**config.mk**
```make
export PLATFORM = sky130hd
export DESIGN_NAME = serial_adder
export DESIGN_NICKNAME = d
export VERILOG_FILES = /design/src/rtl/serial_adder.sv
export SDC_FILE = /design/constraint.sdc
export NUM_CORES = 1
export LEC_CHECK = 0
export ABC_AREA = 1
export BUFFER_PORTS_ARGS = -buffer_cell sky130_fd_sc_hd__buf_2
export CAP_MARGIN = 25
export CELL_PAD_IN_SITES_DETAIL_PLACEMENT = 1
export CELL_PAD_IN_SITES_GLOBAL_PLACEMENT = 2
export CORE_MARGIN = 2
export CORE_UTILIZATION = 31
export DETAILED_ROUTE_END_ITERATION = 8
export PLACE_DENSITY_LB_ADDON = 0.1
export SLEW_MARGIN = 10
export SYNTH_ARGS = -nofsm -noshare
export SYNTH_HDL_FRONTEND = slang
export SYNTH_SLANG_ARGS = --single-unit
```
**constraint.sdc**
```tcl
create_clock -name clk -period 1.6 [get_ports clk]
set_input_delay 0.08 -clock clk [delete_from_list [all_inputs] [get_ports clk]]
set_output_delay 0.08 -clock clk [all_outputs]
set_load 0.01 [all_outputs]
```
**src/rtl/serial_adder.sv**
```systemverilog
// Bit-serial WIDTH-bit adder: one full-add per clock, LSB first, registered carry.
// Define SERIAL_ADDER_OVF_EN to add the signed-overflow output ovf.
module serial_adder #(
    parameter int WIDTH = 8
) (
    input  logic             clk,
    input  logic             rst_n,
    input  logic             start,
    input  logic [WIDTH-1:0] a,
    input  logic [WIDTH-1:0] b,
    input  logic             cin,
    output logic             busy,
    output logic             done,
    output logic [WIDTH-1:0] sum,
`ifdef SERIAL_ADDER_OVF_EN
    output logic             ovf,
`endif
    output logic             cout
);

    localparam logic [1:0] IDLE  = 2'd0;
    localparam logic [1:0] SHIFT = 2'd1;
    localparam logic [1:0] DONE  = 2'd2;

    localparam int              CNT_W = (WIDTH > 1) ? $clog2(WIDTH) : 1;
    localparam logic [CNT_W-1:0] LAST = CNT_W'(WIDTH - 1);

    // Two half-adder stages with their carries ORed; returns {carry, sum}.
    function automatic logic [1:0] full_add(input logic x, input logic y, input logic c);
        logic hs;
        hs = x ^ y;
        return {(x & y) | (c & hs), hs ^ c};
    endfunction

    logic [1:0]       state;
    logic [WIDTH-1:0] ra;
    logic [WIDTH-1:0] rb;
    logic [WIDTH-1:0] sum_r;
    logic             carry;
    logic             cout_r;
    logic [CNT_W-1:0] count;
    logic [1:0]       fa;

    assign fa = full_add(ra[0], rb[0], carry);

`ifdef SERIAL_ADDER_OVF_EN
    logic ovf_r;
    assign ovf = ovf_r;
`endif

    always_ff @(posedge clk or negedge rst_n) begin
        if (!rst_n) begin
            state  <= IDLE;
            ra     <= '0;
            rb     <= '0;
            sum_r  <= '0;
            carry  <= 1'b0;
            cout_r <= 1'b0;
            count  <= '0;
`ifdef SERIAL_ADDER_OVF_EN
            ovf_r  <= 1'b0;
`endif
        end else begin
            case (state)
                IDLE: begin
                    if (start) begin
                        ra    <= a;
                        rb    <= b;
                        carry <= cin;
                        count <= '0;
                        state <= SHIFT;
                    end
                end
                SHIFT: begin
                    ra    <= ra >> 1;
                    rb    <= rb >> 1;
                    sum_r <= {fa[0], sum_r[WIDTH-1:1]};
                    carry <= fa[1];
                    // Counter holds at LAST instead of wrapping; the state change ends the run.
                    if (count == LAST) begin
                        cout_r <= fa[1];
`ifdef SERIAL_ADDER_OVF_EN
                        ovf_r  <= carry ^ fa[1];
`endif
                        state  <= DONE;
                    end else begin
                        count <= count + 1'b1;
                    end
                end
                DONE:    state <= IDLE;
                default: state <= IDLE;
            endcase
        end
    end

    assign busy = (state == SHIFT) || (state == DONE);
    assign done = (state == DONE);
    assign sum  = sum_r;
    assign cout = cout_r;

endmodule

```
## Yosys cells after proc, flatten, opt, wreduce, memory -nomap -nowiden

Cells that the tools add are included.

- $add $sub $neg: 1
- Multipliers: 0
- Div/mod/pow operators: 0
- Order comparisons: 0
- Equal/unequal tests: 6
- Shift operators: 0
- Multiplexer cells: 12
- Bitwise logic cells: 5
- Reductions and logical operators: 7

Operators by type and width:

| cell | number |
|---|---|
| $pmux W8 S2 | 2 |
| $mux W8 | 2 |
| $mux W3 | 2 |
| $ne A2 B2 Y1 const B | 3 |
| $pmux W3 S2 | 1 |
| $reduce_and A2 Y1 | 3 |
| $mux W2 | 2 |
| $pmux W2 S2 | 1 |
| $add A3 B1 Y3 const B | 1 |
| $eq A3 B3 Y1 const B | 1 |
| $reduce_and A3 Y1 | 1 |
| $and A1 B1 Y1 | 2 |
| $eq A2 B1 Y1 const B | 1 |
| $eq A2 B2 Y1 const B | 1 |
| $logic_not A2 Y1 | 1 |
| $pmux W1 S2 | 1 |
| $reduce_bool A2 Y1 | 1 |
| $xor A1 B1 Y1 | 2 |
| $logic_or A1 B1 Y1 | 1 |
| $mux W1 | 1 |
| $or A1 B1 Y1 | 1 |

- Flip-flop bits (word level): 31
- Bits in latches: 0
- Bits in writable memories: 0
- ROM bits: 0
- Bits of input ports: 20
- Memories kept: 0

## Logic depth before layout (Yosys ltp)

- Depth in word-level cells: 4
- Gate-level depth with buffers: 9
- Depth with buffers taken out: 8

## Least setup slack after synthesis

OpenSTA, ideal clock, no wires.

- Path kind: reg2reg
- Start: reg state[0]
- End: reg rb[0]
- Arrival: 1.196 ns
- Required time: 1.483 ns
- Setup slack: 0.288 ns
- Cell stages (with the launch flop): 9
- Buffers on the path: 1
- Period minus slack after synthesis: 1.312 ns
- Cells stage by stage: dfrtp_1 inv_1 ha_1 inv_2 nand2_2 nand2_4 buf_4 nand2_1 nand2_1

- Longest elaborated chain between the ends: 3

RTL lines:

| element | RTL line | text |
|---|---|---|
| start: declaration | 35 | `logic [1:0] state;` |
| start signal: assignment | 53 | `state <= IDLE;` |
| start signal: assignment | 71 | `state <= SHIFT;` |
| start signal: assignment | 85 | `state <= DONE;` |
| $eq A2 B1 Y1 or $logic_not A2 Y1 (tied branches) | 64 | `case (state)` |
| $reduce_bool A2 Y1 (no source line) or $ne A2 B2 Y1 (tied branches) | -- |  |
| $reduce_and A2 Y1 (no source line) | -- |  |
| end signal: assignment | 76 | `rb <= rb >> 1;` |
| end: declaration | 37 | `logic [WIDTH-1:0] rb;` |

Several ways; a longest one is shown, not always the timed one.
A chain may end at the register's enable or synchronous reset.

## Worst setup path in the final report

- Start: reg state[1]
- End: reg rb[0]

The elaborated chain is that of the path after synthesis.

==> metrics <==
fillers=639; Adder-Cell Fraction of Synth Area=0.0680; Ports=31; Cell Chain, Critical Path=inv_1 -> ha_2 -> inv_2 -> nand2_2 -> nand2_8 -> inv_6 -> nand2_1 -> nand2_1; post-synth top area share=0.491; post-route insts no fill=308; pins over their slew limit=0; CP Capture Type=register; critical path's slowest cell=dfrtp_1; clock-pin slew on the worst setup and hold paths=about 0.070 ns; Post-Route Hold Slack=0.0210 ns; Tmin final=~1.5 ns; antenna violations before repair=0; Int Pwr=about 2100 uW; placed cells=300; total grt overflow=0; # Max-Cap Violations=0; root buffer cell=clkbuf_8; worst endpoint required time=1.82 ns; area leader, netlist=dfrtp_1; Final Hold Fails=0; Post-DP HPWL=about 2600 um; vias in the first global route=1410; die span in y=about 75 um; period utilization=0.908; cts bufs inserted=5; largest family of logic cells by synthesized area=simple AND/OR/NAND/NOR gates; Pre-antenna DRT Iters=4; DIE AREA=approximately 0.0057 sq mm; final wirelength=about 3600 um; drt via density=roughly 4.4; CTS sink count=31; post-route cell area=around 0.0019 sq mm; post-CTS setup buffers=0; power density cells=1950 mW/mm^2; CP Launch Type=register; critical path fanouts, max=18; CP arrival=around 1.7 ns; share of cells above drive strength 1=0.212; xor/xnor cell area share of the yosys netlist=0; unrepaired setup endpoints after global routing=false; Hold Path Class=in2reg; Rows=25; Worst-Margin Slew=0.724 ns; Logic pwr share=0.469; per-cell routed wire length=11.8 um; syn_area_per_cell=roughly 7.7 sq um; P_sw=1610 uW; Synth Area in Compound Gates=0.0166; mux cell area share after synthesis=0; Residual DRC=0; Leak=0.00113 uW; # nets final=about 270; Peak Freq=roughly 690 MHz; Post-synth EDFFs=0; Post-Syn Nets=roughly 230; vias after detailed routing=roughly 1400; status=completed; Worst path max stage delay=roughly 0.39 ns; Max VDD drop=about 0.00059 V; prevailing post-synth register cell=dfrtp_1; Switching Share=0.435; Synth Area in Simple Gates=0.359; Synth Cell Area=between 0.0015 and 0.002 sq mm; Final ANT Viol Nets=0; largest net degree at the start of global routing=32; H-tree depth=2; final setup violation count=0; Synth Warn #=0; sequential power share=0.363; Slew HR=0.517; clk buf depth=2; Placer Congestion=~0.72; Fin Clk Skew=roughly 0.010 ns; die width=~75 um; CTS tree=done; Syn-to-layout area delta=20.0%; core area=approximately 0.0048 sq mm; critical path type=reg2reg; sequential-to-total area share from yosys stat=0.491; Distinct cells, synth=18; global-route wire length before repair=slightly above 6000 um; CP dominant cell by count=nand2_1; Synth Instances=about 210; worst skew pair latency=0.28 ns; setup TNS=0 ns; area post-placement=around 0.0018 sq mm; ant diodes=0; asr flop ratio synth=1.00; clock share of power=0.169; 1st-iter DRT viols=59; largest cells by area after synthesis=dfrtp_1 (49%), nand2_1 (32%), ha_1 (5.5%), buf_6 (2.1%), nand3_1 (1.9%); pre-CTS setup slack=around 0.024 ns; Seq cells post-synth=31; gr usage total=0.141; Port Buffers=30; post-layout worst setup margin=0.146 ns; initial core utilization=0.328
[through the flow]
stage | util | power, uW
2_1_floorplan | - | 2630
3_3_place_gp | 0.370 | 3010
3_5_place_dp | 0.370 | 3080
4_1_cts | 0.391 | 3740
5_1_grt | 0.394 | 4100
6_report | 0.394 | 3700
[final timing paths]
check | to | slack, ns | cells after the start | from
min in group asynchronous | count[0] | 0.40 | 2 | rst_n
max reg2reg | rb[0] | 0.15 | 8 | state[1]
min reg2reg | sum[0] | 0.47 | 2 | sum[0]
max | rb[0] | 0.15 | 8 | state[1]
max in group asynchronous | sum[5] | 0.73 | 2 | rst_n
min | rb[7] | 0.02 | 3 | b[7]
[final cells by class]
cell class | count | area [sq um] | share of cell area
inverters | 10 | 42.5 | 0.0224
clock buffers | 6 | 82.6 | 0.0435
repair buffers | 35 | 190 | 0.100
well taps | 67 | 83.8 | 0.0442
multi-input cells | 158 | 718 | 0.378
flip-flops and latches | 31 | 776 | 0.409
clock inverters | 1 | 5.00 | 0.00264
[state kept, by name, indices dropped and copies added (netlist names)]
register and flops:
state 2, cout 1, ra 8, sum 8
rb 8, carry 1, count 3
[cells in the final DEF, fill, tap and decap left out, types with 2 or more instances in the layout]
cell type  netlist  layout
nand2_1        134     134
dfrtp_1         31      31
buf_2            1      30
inv_1            6       6
nand3_1          6       6
clkbuf_8         0       6
ha_1             7       5
buf_4            3       4
inv_2            2       2
nand2_2          2       2
a21oi_1          2       2
nor2_1           3       2
ha_2             0       2
[cells in the mapped netlist (2+ instances only)]
library cell,n
nand2_1,134
inv_1,6
ha_1,7
nand3_1,6
buf_6,3
nor2_1,3
dfrtp_1,31
nand2_2,2
a21oi_1,2
inv_2,2
buf_4,3
[critical path: cells and delay by family, from the launching register on]
family	cells	cell delay, ns
and+or+nand+nor	4	0.35
DFF	1	0.39
adders and majority gates	1	0.27
buffers and inverters	3	0.36
[layer usage]
| layer | up-vias | global-route usage | wire, um | share of wire |
|---|---|---|---|---|
| met5 | - | 0 | 0 | 0 |
| met4 | 0 | 0.0409 | 37 | 0.010 |
| met3 | 5 | 0.0344 | 126 | 0.035 |
| met2 | 25 | 0.258 | 1860 | 0.51 |
| met1 | 642 | 0.163 | 1600 | 0.44 |
| li1 | 687 | - | - | - |
[kinds of logic (layout without fill, tap and decap cells)]
kind of cell / Yosys count / in the layout
adder cells (fa/ha/maj): 8 / 8
AND/OR/NAND/NOR: 146 / 146
AO/OA/AOI/OAI: 4 / 4
flip-flops: 31 / 31
buffers and inverters: 17 / 52
[power by group through the flow]
stage	clock network (uW)	registers (uW)	logic, uW
6_report	624	1340	1730
5_1_grt	683	1390	2020
4_1_cts	656	1350	1730
3_5_place_dp	0	1360	1730
3_3_place_gp	0	1340	1670
2_1_floorplan	0	1350	1280
[repair_timing]
action	CTS	global route
resized for setup	0	4
hold endpoints to repair	31	0
setup endpoints to repair	0	22
hold buffers	1	0
Note: power is estimated with default switching activity, not from simulation.
